$ cat src/rtl/sha256_blk_realign.sv
// SHA-256 block realigner: turns per-cycle chunk descriptors plus the memory
// word returned one cycle later into big-endian 32-bit message words,
// exactly 16 per block, tagged with thread, word index and block op.
// Optional framing checks (err output) are compiled in with
// `define REALIGN_FRAME_CHECK_EN; without it err is tied to 0.

`ifndef MSB
`define MSB(x) (((x) < 2) ? 0 : $clog2((x) + 1) - 1)
`endif
`ifndef PROCB_TOTAL_MSB
`define PROCB_TOTAL_MSB 31
`endif
`ifndef BLK_OP_MSB
`define BLK_OP_MSB 1
`endif

module sha256_blk_realign #(
  parameter int N_THREADS     = -1,
  parameter int N_THREADS_MSB = `MSB(N_THREADS - 1),
  parameter int TOTAL_MSB     = `PROCB_TOTAL_MSB
) (
  input  logic                   CLK,
  input  logic                   RST_N,
  input  logic                   mem_rd_en,
  input  logic [N_THREADS_MSB:0] thread_num,
  input  logic [2:0]             len,
  input  logic [1:0]             off,
  input  logic                   add0x80pad,
  input  logic                   add0pad,
  input  logic                   add_total,
  input  logic [TOTAL_MSB:0]     total,
  input  logic                   blk_end,
  input  logic [`BLK_OP_MSB:0]   blk_op,
  input  logic [31:0]            mem_dout,
  output logic                   out_wr_en,
  output logic [31:0]            out_data,
  output logic [N_THREADS_MSB:0] out_thread_num,
  output logic [3:0]             out_word_idx,
  output logic                   out_blk_end,
  output logic [`BLK_OP_MSB:0]   out_blk_op,
  output logic                   err
);

  // Chunk kind decode: exactly one source flag makes a valid chunk.
  logic [3:0] kind;
  logic       any_kind;
  logic       one_kind;

  assign kind     = {mem_rd_en, add0x80pad, add0pad, add_total};
  assign any_kind = |kind;
  assign one_kind = any_kind && ((kind & (kind - 4'd1)) == 4'd0);

  // Stage-1 registers, aligned with mem_dout.
  logic                   s1_vld;
  logic                   s1_mem;
  logic                   s1_pad80;
  logic                   s1_is_total;
  logic                   s1_blk_end;
  logic [2:0]             s1_len;
  logic [1:0]             s1_off;
  logic [N_THREADS_MSB:0] s1_thread;
  logic [TOTAL_MSB:0]     s1_total_bytes;
  logic [`BLK_OP_MSB:0]   s1_blk_op;

  // Packing state: carry bytes left-aligned, zero beyond cnt_q.
  logic [23:0] carry_q;
  logic [1:0]  cnt_q;
  logic [3:0]  idx_q;

  // Capture the chunk descriptor so it lines up with the returned memory word.
  always_ff @(posedge CLK or negedge RST_N) begin
    if (!RST_N) begin
      s1_vld         <= 1'b0;
      s1_mem         <= 1'b0;
      s1_pad80       <= 1'b0;
      s1_is_total    <= 1'b0;
      s1_blk_end     <= 1'b0;
      s1_len         <= '0;
      s1_off         <= '0;
      s1_thread      <= '0;
      s1_total_bytes <= '0;
      s1_blk_op      <= '0;
    end else begin
      // NOTE: registers use non-blocking assignments so every flop samples
      // pre-edge values regardless of statement order.
      s1_vld         <= one_kind;
      s1_mem         <= mem_rd_en;
      s1_pad80       <= add0x80pad;
      s1_is_total    <= add_total;
      s1_blk_end     <= blk_end;
      s1_len         <= len;
      s1_off         <= off;
      s1_thread      <= thread_num;
      s1_total_bytes <= total;
      s1_blk_op      <= blk_op;
    end
  end

  logic [2:0]  eff_len;
  logic [31:0] len_mask;
  logic [31:0] mem_sh;
  logic [31:0] mem_be;
  logic [31:0] tot_w;
  logic [31:0] chunk_w;
  logic [55:0] merged;
  logic [3:0]  new_cnt;
  logic        emit;

  // Build the chunk's bytes left-aligned and merge them behind the carry.
  always_comb begin
    // NOTE: every always_comb output gets a default first so no path can
    // leave it unassigned and infer a latch.
    chunk_w  = 32'h0;
    eff_len  = s1_is_total ? 3'd4 : ((s1_len > 3'd4) ? 3'd4 : s1_len);
    len_mask = ~(32'hFFFF_FFFF >> {eff_len, 3'b000});
    mem_sh   = mem_dout >> {s1_off, 3'b000};
    mem_be   = {mem_sh[7:0], mem_sh[15:8], mem_sh[23:16], mem_sh[31:24]};
    tot_w    = 32'({s1_total_bytes, 3'b000});
    if (s1_mem)           chunk_w = mem_be & len_mask;
    else if (s1_pad80)    chunk_w = 32'h8000_0000 & len_mask;
    else if (s1_is_total) chunk_w = tot_w;
    merged  = {carry_q, 32'h0} | ({chunk_w, 24'h0} >> {cnt_q, 3'b000});
    new_cnt = {2'b00, cnt_q} + {1'b0, eff_len};
    emit    = s1_vld && (new_cnt >= 4'd4);
  end

  // Emit completed words and advance carry/count/index; blk_end restarts the block.
  always_ff @(posedge CLK or negedge RST_N) begin
    if (!RST_N) begin
      out_wr_en      <= 1'b0;
      out_data       <= '0;
      out_thread_num <= '0;
      out_word_idx   <= '0;
      out_blk_end    <= 1'b0;
      out_blk_op     <= '0;
      carry_q        <= '0;
      cnt_q          <= '0;
      idx_q          <= '0;
    end else begin
      out_wr_en      <= emit;
      out_data       <= emit ? merged[55:24] : 32'h0;
      out_thread_num <= emit ? s1_thread : '0;
      out_word_idx   <= emit ? idx_q : 4'd0;
      out_blk_end    <= emit && (idx_q == 4'd15);
      out_blk_op     <= (emit && (idx_q == 4'd15)) ? s1_blk_op : '0;
      if (s1_vld) begin
        if (s1_blk_end) begin
          carry_q <= '0;
          cnt_q   <= '0;
          idx_q   <= '0;
        end else if (emit) begin
          carry_q <= merged[23:0];
          cnt_q   <= 2'(new_cnt - 4'd4);
          idx_q   <= idx_q + 4'd1;
        end else begin
          carry_q <= merged[55:32];
          cnt_q   <= new_cnt[1:0];
        end
      end
    end
  end

`ifdef REALIGN_FRAME_CHECK_EN
  logic                   s1_multi;
  logic                   s1_range;
  logic [N_THREADS_MSB:0] cur_thread_q;
  logic [3:0]             cnt_left;
  logic [3:0]             idx_after;
  logic                   frame_err;
  logic                   err_q;

  // Register the input-side framing faults alongside the chunk.
  always_ff @(posedge CLK or negedge RST_N) begin
    if (!RST_N) begin
      s1_multi <= 1'b0;
      s1_range <= 1'b0;
    end else begin
      s1_multi <= any_kind && !one_kind;
      s1_range <= mem_rd_en && (({2'b00, off} + {1'b0, len}) > 4'd4);
    end
  end

  // Collect every framing violation seen on the current chunk.
  always_comb begin
    cnt_left  = emit ? (new_cnt - 4'd4) : new_cnt;
    idx_after = emit ? (idx_q + 4'd1) : idx_q;
    frame_err = s1_multi
              | (s1_vld & s1_range)
              | (s1_vld & s1_blk_end & ((cnt_left != 4'd0) | (idx_after != 4'd0)))
              | (emit & (idx_q == 4'd15) & ~s1_blk_end)
              | (s1_vld & (s1_thread != cur_thread_q) & ((cnt_q != 2'd0) | (idx_q != 4'd0)));
  end

  // Track the active thread and hold err until reset.
  always_ff @(posedge CLK or negedge RST_N) begin
    if (!RST_N) begin
      cur_thread_q <= '0;
      err_q        <= 1'b0;
    end else begin
      if (s1_vld) cur_thread_q <= s1_thread;
      if (frame_err) err_q <= 1'b1;
    end
  end

  assign err = err_q;
`else
  assign err = 1'b0;
`endif

endmodule

$ cat config.mk
export PLATFORM = sky130hd
export DESIGN_NAME = sha256_blk_realign
export DESIGN_NICKNAME = d
export VERILOG_FILES = /design/src/rtl/sha256_blk_realign.sv
export SDC_FILE = /design/constraint.sdc
export NUM_CORES = 1
export LEC_CHECK = 0
export CAP_MARGIN = 20
export CORE_MARGIN = 5
export CORE_UTILIZATION = 51
export DETAILED_ROUTE_END_ITERATION = 16
export PLACE_DENSITY = 0.81
export SLEW_MARGIN = 10
export SYNTH_ARGS = -nofsm -noshare
export SYNTH_HDL_FRONTEND = slang
export SYNTH_SLANG_ARGS = --single-unit
export TNS_END_PERCENT = 100
$ cat constraint.sdc
create_clock -name CLK -period 3 [get_ports CLK]
set_clock_uncertainty 0.15 [all_clocks]
set_input_delay 0.3 -clock CLK [delete_from_list [all_inputs] [get_ports CLK]]
set_output_delay 0.3 -clock CLK [all_outputs]
set_load 0.005 [all_outputs]
After elaboration in Yosys (flattened, before gate mapping)
Index checks and enable logic that the tools add are counted.

Magnitude comparators: 2. Equal/unequal tests: 1. Reduce and logical (&&, ||, !) cells: 7. Mux-type cells: 15. Bitwise logic cells: 4. Add/subtract/negate cells: 4. Shift-type cells: 3.

Operators by type and width (count): two-way mux 32 bit (4); bitwise OR 56 bit (1); >> shifter 56 x 5 -> 56 bit (1); two-way mux 24 bit (2); bitwise AND 32 bit (1); inverter 32 bit (1); >> shifter 32 x 5 -> 32 bit (1); >> shifter 32 x 6 -> 32 bit (first input constant) (1); two-way mux 4 bit (3); two-way mux 2 bit (3); two-way mux 3 bit (2); adder 2 x 3 -> 4 bit (1); adder 4 x 1 -> 4 bit (second input constant) (1); bitwise AND 4 bit (1); == test 4 bit (second input constant) (1); greater-or-equal comparator 4 x 3 -> 1 bit (second input constant) (1); logical NOT 4 bit (1); OR reduction 4 bit (1); subtractor 4 x 1 -> 4 bit (second input constant) (1); greater-than comparator 3 bit (second input constant) (1); logical AND 1 bit (3); AND reduction 2 bit (1); nonzero test 2 bit (1); subtractor 2 x 1 -> 2 bit (second input constant) (1); two-way mux 1 bit (1).

Flip-flop bits (word level): 113. Output and inout port bits: 42.

Logic depth before layout (Yosys ltp)
Gate-level depths: netlist (run 1).

Word-level depth: 11. Depth in mapped cells: 14. Depth with buffers taken out: 11.

Worst setup path before layout (run 1)
OpenSTA, ideal clock, no wires.

Kind: register to register. Start point: register s1_is_total. End point: register carry_q[7]. Path buffers: 3. Data arrival time: 2.522 ns. Clock period less this slack: 2.749 ns. Library setup time: 0.077 ns. Cell stages (with the launch flop): 15. Setup slack: 0.251 ns. Path through: dfrtp_1 buf_4 nor2_1 and2_1 ha_1 inv_1 fa_1 a211oi_1 a211o_1 buf_2 inv_2 o21ai_2 buf_2 o22ai_1 a21oi_1.

Word-level cells in the longest chain between the ends: 9. Elaborated cells on any way between the ends: 14. Those cells by class: add/sub: 1; order compare: 1; shift: 2; mux: 6; bitwise: 3; reduce/logical: 1.

Ends and longest elaborated chain: start, declared (line 57) `logic s1_is_total;`; start signal, assigned (line 89) `s1_is_total <= add_total;`; two-way mux 3 bit (line 114) `eff_len = s1_is_total ? 3'd4 : ((s1_len > 3'd4) ? 3'd4 : s1_len);`; >> shifter 32 x 6 -> 32 bit (line 115) `len_mask = ~(32'hFFFF_FFFF >> {eff_len, 3'b000});`; inverter 32 bit (line 115); bitwise AND 32 bit / two-way mux 32 bit (equally long branches) (line 119, 120); two-way mux 32 bit (line 119) `if (s1_mem) chunk_w = mem_be & len_mask;`; >> shifter 56 x 5 -> 56 bit (line 122) `merged = {carry_q, 32'h0} | ({chunk_w, 24'h0} >> {cnt_q, 3'b000});`; bitwise OR 56 bit (line 122); two-way mux 24 bit * (line 151) `end else if (emit) begin`; two-way mux 24 bit * (line 147) `if (s1_blk_end) begin`; end signal, assigned (line 152) `carry_q <= merged[23:0];`; end signal, assigned (line 156) `carry_q <= merged[55:32];`; end, declared (line 66) `logic [23:0] carry_q;`.

Mark *: on every way between the ends. The rest lies on a longest branch, timed or not. A chain may end at the register's enable or synchronous reset.

Worst setup path in the final report (run 1)
Start point: register s1_len[2]. End point: register carry_q[9].

Word-level cells in the longest chain between the ends: 11. Elaborated cells on any way between the ends: 14. Those cells by class: add/sub: 1; order compare: 2; shift: 2; mux: 5; bitwise: 3; reduce/logical: 1.

Ends and longest elaborated chain: start, declared (line 59) `logic [2:0] s1_len;`; start signal, assigned (line 91) `s1_len <= len;`; greater-than comparator 3 bit (line 114); two-way mux 3 bit * (2 in a row) (line 114); >> shifter 32 x 6 -> 32 bit (line 115); inverter 32 bit (line 115); bitwise AND 32 bit (line 119); two-way mux 32 bit (line 119); >> shifter 56 x 5 -> 56 bit (line 122); bitwise OR 56 bit (line 122); two-way mux 24 bit * (line 151); two-way mux 24 bit * (line 147).

Marks and branches as above.

==> results.ini, run 1 <==
[grt]
grt.busiest_layer = met2
grt_max_degree = 73
grt_use_met1_pct = 33.8
grtUsageMet3_pct = 5.83
globalRouteOverflowTotal = 0
grt_first_pass_wirelength_mm = 25.7
grt_usage_pct = 25.8
antenna_found_initial = 0
met2_usage_pct = 42.1
first_global_vias = 4895

[setup_path]
cp_max_fo = 7
startpoint_type = flip-flop
arrival_ns = 3.03
required_ns = 3.23
crit_type = reg -> reg
end_kind = flip-flop

[finish]
layout.nets = 716
diodes = 0
syn_to_final_growth_pct = 37.0
drive_gt1_share_pct = 15.3
fillers = 765
postLayoutCellArea_um2 = 7430

[route]
drtAntennaViolNets = 0
drt-initial-drc-count = 529
avgRoutedWirePerCell_um = 20.7
drc_errors = 0
num_vias = 4823
drt-vias-per-instance = 6.17
finalWirelength_mm = 16.2
drt_pass1_iterations = 5

[clock_tree]
clock_latency_ns = 0.52
cts_root_buf = clkbuf_8
htreeDepth = 4
cts_buffers = 17
clkTransAtPathRegs_ns = 0.06
clock_path_buffers = 2
cts_tree = yes
cts_num_sinks = 113

[sta]
finalHoldViolations = 0
tns_ns = 0
grt_setup_unrepaired = no
slew_headroom_pct = 49.9
post-route-min-period_ns = 2.80
finalMaxSlewViolations = 0
worstMarginPinSlew_ns = 0.749
fmax_mhz = 357
setup_viol = 0
fin_crit_sh_pct = 93.3

[synth]
ys_top_cells_by_area = dfrtp_1 52%, a21oi_1 5.1%, mux4_2 2.9%
syn_avg_cell_area_um2 = 10.7
yosysWarningCount = 0
ys_types = 56
yosysTopAreaCell = dfrtp_1
synth-edff-count = 0
synth_nets = 589
synth_flop_cell = dfrtp_1
syn_area_um2 = 5430
synthArstFlopShare_pct = 100
syn_inst = 506
yosysTopAreaCellShare_pct = 52.1
synth_seq_cells = 113
ys_seq_area_share_pct = 52.1
synth_most_common_cell = dfrtp_1
netlist_top_cells_count = 113 x dfrtp_1, 55 x a21oi_1, 30 x nand2_1, 27 x o21ai_0, 26 x nor2_1

[pwr]
p_leak_nw = 3.14
powerDensity_nw_per_um2 = 606
vdd_ir_drop_max_v = 0.000401

[placed_design]
postPlaceCellArea_um2 = 6740
routabilityCongestion = 0.961
port-buffer-count = 116
dpl.hpwl_mm = 11.6

[floorplanning]
fp.dieW_um = 113
core_um2 = 10400
die_area_um2 = 12800
num_rows = 37
ios = 121
initial_core_util_pct = 52.3
die_h_um = 113

[run]
cap_viol_max_count = 0

[min_path]
hp-class = in -> reg

[status]
status = complete, no violations

-- layout make-up --
type / instances / area, um2 / area share (%)
sequential: 113 / 2830 / 38.1
multi-input combinational: 348 / 2420 / 32.6
timing repair buffer: 143 / 1390 / 18.7
clock buffer: 17 / 414 / 5.57
tap: 136 / 170 / 2.29
clock inverter: 15 / 163 / 2.19
inverter: 9 / 38.8 / 0.522
timing repair inverter: 1 / 5.00 / 0.0673
-- state kept, by name, indices dropped and copies added, names as in the netlist --
| register | cells |
|---|---|
| carry_q | 24 |
| cnt_q | 2 |
| idx_q | 4 |
| out_blk_end | 1 |
| out_blk_op | 2 |
| out_data | 32 |
| out_thread_num | 1 |
| out_word_idx | 4 |
| out_wr_en | 1 |
| s1_blk_end | 1 |
| s1_blk_op | 2 |
| s1_is_total | 1 |
| s1_len | 3 |
| s1_mem | 1 |
| s1_off | 2 |
| s1_pad80 | 1 |
| s1_thread | 1 |
| s1_total_bytes | 29 |
| s1_vld | 1 |
-- repair_timing --
item                       in CTS  in global routing
gates resized for setup         0                 18
setup endpoints to repair       0                 36
hold endpoints to repair       41                  0
buffers inserted                0                  4
hold buffers                    1                  0
-- final timing paths --
path                               from                end  slack (ns)  depth (start not counted)
max reg2reg                   s1_len[2]         carry_q[9]        0.20                         12
max                           s1_len[2]         carry_q[9]        0.20                         12
min in group asynchronous         RST_N        carry_q[13]        0.16                          2
min                            total[5]  s1_total_bytes[5]        0.06                          1
max in group asynchronous         RST_N          s1_off[0]        1.79                          3
min reg2reg                s1_blk_op[1]      out_blk_op[1]        0.30                          1
-- metrics by stage --
stage | instances | hold slack, ns | power (mW) | setup WS, ns | util [%]
floorplan | 506 | -0.146 | 2.16 | 0.251 | -
global placement | 744 | 0.149 | 2.52 | 0.149 | 65.0
detailed placement | 744 | 0.167 | 2.54 | 0.0243 | 65.0
CTS | 777 | 0.0549 | 4.48 | 0.00390 | 70.7
global route | 782 | 0.0473 | 4.66 | 0.0167 | 71.7
finish | 782 | 0.0633 | 4.51 | 0.202 | 71.7
-- layer usage --
layer  share of wire [%]  vias to the layer above
met5                   0                        -
met4                 2.3                        0
met3                 8.8                       35
met2                  49                      256
met1                  40                     2371
li1                    -                     2161
-- power breakdown --
| part | leakage, nW | total, mW | switching [mW] | internal (mW) |
|---|---|---|---|---|
| Combinational | 1.40 | 0.842 | 0.450 | 0.392 |
| Clock | 0.280 | 1.94 | 0.755 | 1.19 |
| Sequential | 1.46 | 1.72 | 0.0707 | 1.65 |
| Total | 3.14 | 4.51 | 1.28 | 3.23 |
-- critical path: stages, from the launching register on --
cell and delay [ns]:
dfrtp_2 0.44, nor2_2 0.13, and2_1 0.13, ha_1 0.17
inv_1 0.06, fa_1 0.39, nor3b_1 0.18, a211o_4 0.36
clkinv_4 0.10, o21ai_4 0.07, buf_4 0.16, a22oi_1 0.18
o21ai_0 0.12
-- logic make-up after synthesis --
group | Yosys count | synth area share (%)
compound gates | 190 | 23.3
xor+xnor | 2 | 0.323
buf+inv | 45 | 4.13
mux | 27 | 6.90
flops | 113 | 52.1
fa+ha+maj | 4 | 1.06
simple gates | 124 | 12.1
other cells | 1 | 0.0691
-- placed cells by master, fill, tap and decap left out, types with 9 or more instances in the layout --
cell type	n
o22ai_1	18
o2bb2ai_1	11
and2_1	13
clkdlybuf4s50_1	115
a21oi_1	55
nor2_1	24
a32oi_1	9
o21ai_0	27
a22o_1	14
clkbuf_16	16
nand2_1	29
buf_4	25
mux2_2	13
dfrtp_1	112
Note: power is estimated with default switching activity, not from simulation.
==> inputs of run 2 (changes only) <==
--- a/config.mk
+++ b/config.mk
@@ -6,7 +6,8 @@
 export NUM_CORES = 1
 export LEC_CHECK = 0
+export ABC_AREA = 1
 export CAP_MARGIN = 20
 export CORE_MARGIN = 5
-export CORE_UTILIZATION = 51
+export CORE_UTILIZATION = 52
 export DETAILED_ROUTE_END_ITERATION = 16
 export PLACE_DENSITY = 0.81
==> constraint.sdc (replaced) <==
create_clock -name CLK -period 2.71 [get_ports CLK]
set_clock_uncertainty 0.15 [all_clocks]
set_input_delay 0.271 -clock CLK [delete_from_list [all_inputs] [get_ports CLK]]
set_output_delay 0.271 -clock CLK [all_outputs]
set_load 0.05 [all_outputs]
==> results.ini, run 2 <==
[synth]
syn_avg_cell_area_um2 = 7.42  ; was 10.7 um2
syn_area_um2 = 5950  ; was 5430 um2
yosysTopAreaCellShare_pct = 47.6  ; was 52.1%
yosysTopAreaCell = dfrtp_1  ; unchanged
ys_top_cells_by_area = dfrtp_1 48%, nand2_1 18%, nand3_1 10%  ; was dfrtp_1 52%, a21oi_1 5.1%, mux4_2 2.9%
synth-edff-count = 0  ; unchanged
synth_flop_cell = dfrtp_1  ; unchanged
synth_seq_cells = 113  ; unchanged
yosysWarningCount = 0  ; unchanged
syn_inst = 801  ; was 506
netlist_top_cells_count = 292 x nand2_1, 120 x nand3_1, 113 x dfrtp_1, 62 x inv_1, 49 x a21oi_1  ; was 113 x dfrtp_1, 55 x a21oi_1, 30 x nand2_1, 27 x o21ai_0, 26 x nor2_1
synthArstFlopShare_pct = 100  ; unchanged
ys_seq_area_share_pct = 47.6  ; was 52.1%
synth_most_common_cell = nand2_1  ; was dfrtp_1
ys_types = 35  ; was 56
synth_nets = 884  ; was 589

[setup_path]
startpoint_type = flip-flop  ; unchanged
cp_cell_sequence = nor2_4 > inv_2 > nor2_2 > ha_2 > inv_1 > fa_2 > nor2_1 > nand3_1 > nand3_4 > inv_4 > buf_12 > a21oi_1 > nand2_1 > nand2_1  ; was nor2_2 > and2_1 > ha_1 > inv_1 > fa_1 > nor3b_1 > a211o_4 > clkinv_4 > o21ai_4 > buf_4 > a22oi_1 > o21ai_0
cp_top_family = simple AND/OR/NAND/NOR gates  ; was compound AO/OA/AOI/OAI gates
worstReg2RegStart = s1_is_total  ; was s1_len[2]
crit_type = reg -> reg  ; unchanged
cp_max_fo = 25  ; was 7
required_ns = 2.91  ; was 3.23 ns
end_kind = flip-flop  ; unchanged
r2r_cells = 14  ; was 12
cp_slowest_cell = dfrtp_1  ; was dfrtp_2
r2r_setup_slack_ns = 0.16  ; was 0.20 ns
cp.buffers_inverters = 4  ; was 3
cpMostUsedCell = nand2_1
max_stage_delay_ns = 0.41  ; was 0.44 ns
arrival_ns = 2.76  ; was 3.03 ns
reg2reg_to = carry_q[5]  ; was carry_q[9]

[route]
drc_errors = 0  ; unchanged
drt-initial-drc-count = 559  ; was 529
num_vias = 5730  ; was 4,823
drt-vias-per-instance = 5.37  ; was 6.17
drtAntennaViolNets = 0  ; unchanged
drt_pass1_iterations = 5  ; unchanged
finalWirelength_mm = 16.5  ; was 16.2 mm
avgRoutedWirePerCell_um = 15.4  ; was 20.7 um

[pwr]
p_leak_nw = 3.88  ; was 3.14 nW
vdd_ir_drop_max_v = 0.000449  ; was 0.000401 V
powerDensity_nw_per_um2 = 682  ; was 606 nW/um2
p_total_mw = 5.37  ; was 4.51 mW

[floorplanning]
num_rows = 39  ; was 37
die_h_um = 117  ; was 113 um
ios = 121  ; unchanged
initial_core_util_pct = 52.5  ; was 52.3%
core_um2 = 11300  ; was 10,400 um2
fp.dieW_um = 117  ; was 113 um
die_area_um2 = 13700  ; was 12,800 um2

[clock_tree]
clock_latency_ns = 0.42  ; was 0.52 ns
clock_path_buffers = 2  ; unchanged
clkTransAtPathRegs_ns = 0.06  ; about the same
cts_tree = yes  ; unchanged
cts_buffers = 17  ; unchanged
htreeDepth = 4  ; unchanged
cts_root_buf = clkbuf_16  ; was clkbuf_8
cts_num_sinks = 113  ; unchanged

[grt]
antenna_found_initial = 0  ; unchanged
grt_first_pass_wirelength_mm = 26.1  ; was 25.7 mm
grt_max_degree = 51  ; was 73
globalRouteOverflowTotal = 0  ; unchanged
grt_usage_pct = 24.9  ; was 25.8%
first_global_vias = 5460  ; was 4,895

[sta]
tns_ns = 0  ; unchanged
post-route-min-period_ns = 2.55  ; was 2.80 ns
fmax_mhz = 392  ; was 357 MHz
finalHoldViolations = 0  ; unchanged
fin_crit_sh_pct = 94.2  ; was 93.3%
worstMarginPinSlew_ns = 0.516  ; was 0.749 ns
finalMaxSlewViolations = 0  ; unchanged
setup_viol = 0  ; unchanged
slew_headroom_pct = 65.5  ; was 49.9%

[finish]
regMostFlops = out_data  ; unchanged
reg_top3 = out_data (32), s1_total_bytes (29), carry_q (24)  ; unchanged
diodes = 0  ; unchanged
final_common_cell = nand2_1  ; was clkdlybuf4s50_1
drive_gt1_share_pct = 8.54  ; was 15.3%
layout.nets = 995  ; was 716
largest_register_ffs = 32  ; unchanged
syn_to_final_growth_pct = 32.4  ; was 37.0%
final_cell_mix = 292 x nand2_1, 120 x nand3_1, 115 x clkdlybuf4s50_1  ; was 115 x clkdlybuf4s50_1, 112 x dfrtp_1, 55 x a21oi_1

[placed_design]
dpl.hpwl_mm = 11.3  ; was 11.6 mm
routabilityCongestion = 0.892  ; was 0.961
port-buffer-count = 116  ; unchanged

[min_path]
hold_path_depth = 1  ; unchanged
hold_path_end = s1_blk_op[0]  ; was s1_total_bytes[5]
hp-class = in -> reg  ; unchanged
hold_start = blk_op[0]  ; was total[5]

[status]
status = complete, no violations  ; unchanged

[run]
cap_viol_max_count = 0  ; unchanged

==> run 2: changes by cell type in the layout (fill, tap and decap cells not counted), moves of 14 or more <==
cell and change:
nand2_1 +263, nand3_1 +112, inv_1 +55, nor2_1 +20
o21ai_0 -20, o22ai_1 -16, a22o_1 -14, nand4_1 +14
==> run 2: cell families after synthesis <==
| group | after synthesis | synth area share [%] |
|---|---|---|
| AO/OA/AOI/OAI | 78 | 7.49 |
| adder cells (fa/ha/maj) | 4 | 0.968 |
| buffers and inverters | 115 | 8.67 |
| flip-flops | 113 | 47.6 |
| other | 1 | 0.0631 |
| AND/OR/NAND/NOR | 490 | 35.2 |
==> run 2: metal layers <==
| layer | vias to the layer above | global-route usage, % | routed length (um) |
|---|---|---|---|
| li1 | 2800 | - | - |
| met5 | - | 0 | 0 |
| met4 | 0 | 11.5 | 484 |
| met1 | 2619 | 32.4 | 6710 |
| met2 | 266 | 40.6 | 8000 |
| met3 | 45 | 4.58 | 1280 |
==> run 2: repair_timing <==
| action | 4_1_cts | 5_1_grt |
|---|---|---|
| hold buffers | 1 | 0 |
| setup endpoints to repair | 0 | 24 |
| endpoints found under the hold margin | 31 | 0 |
| resized for setup | 0 | 14 |
| setup buffers | 0 | 2 |
==> run 2: metrics by stage <==
stage | cell area (um2) | hold WS (ns) | instances | setup WS (ns) | util (%)
2_1_floorplan | 5950 | -0.175 | 801 | 0.351 | -
3_3_place_gp | 7210 | 0.0978 | 1032 | 0.179 | 63.6
3_5_place_dp | 7210 | 0.0985 | 1032 | 0.144 | 63.6
4_1_cts | 7790 | 0.127 | 1065 | 0.0770 | 68.8
5_1_grt | 7870 | 0.128 | 1068 | -0.0103 | 69.6
6_report | 7870 | 0.138 | 1068 | 0.156 | 69.6
==> run 2: where the power goes <==
| part | leakage, nW | switching (mW) | internal, mW |
|---|---|---|---|
| Combinational | 2.17 | 0.827 | 0.461 |
| Clock | 0.270 | 0.853 | 1.29 |
| Sequential | 1.44 | 0.0799 | 1.86 |
| Total | 3.88 | 1.76 | 3.61 |
==> run 2: worst max path at each step <==
stage                     slack (ns)     endpoint  cells after the start   startpoint
final                           0.16   carry_q[5]                     14  s1_is_total
after detailed placement        0.14     idx_q[2]                     13    s1_len[2]
after CTS                       0.08     idx_q[2]                     13    s1_len[2]
after global placement          0.18     idx_q[2]                     13    s1_len[2]
after global routing           -0.01   carry_q[8]                     14  s1_is_total
after floorplan                 0.35  carry_q[20]                     11     cnt_q[1]
==> run 2: area by class of cell <==
cell class	instances	area (um2)
clock inverters	14	131
well taps	143	179
fillers	925	3450
flip-flops and latches	113	2830
multi-input cells	573	2630
inverters	68	260
repair buffers	139	1410
clock buffers	18	439
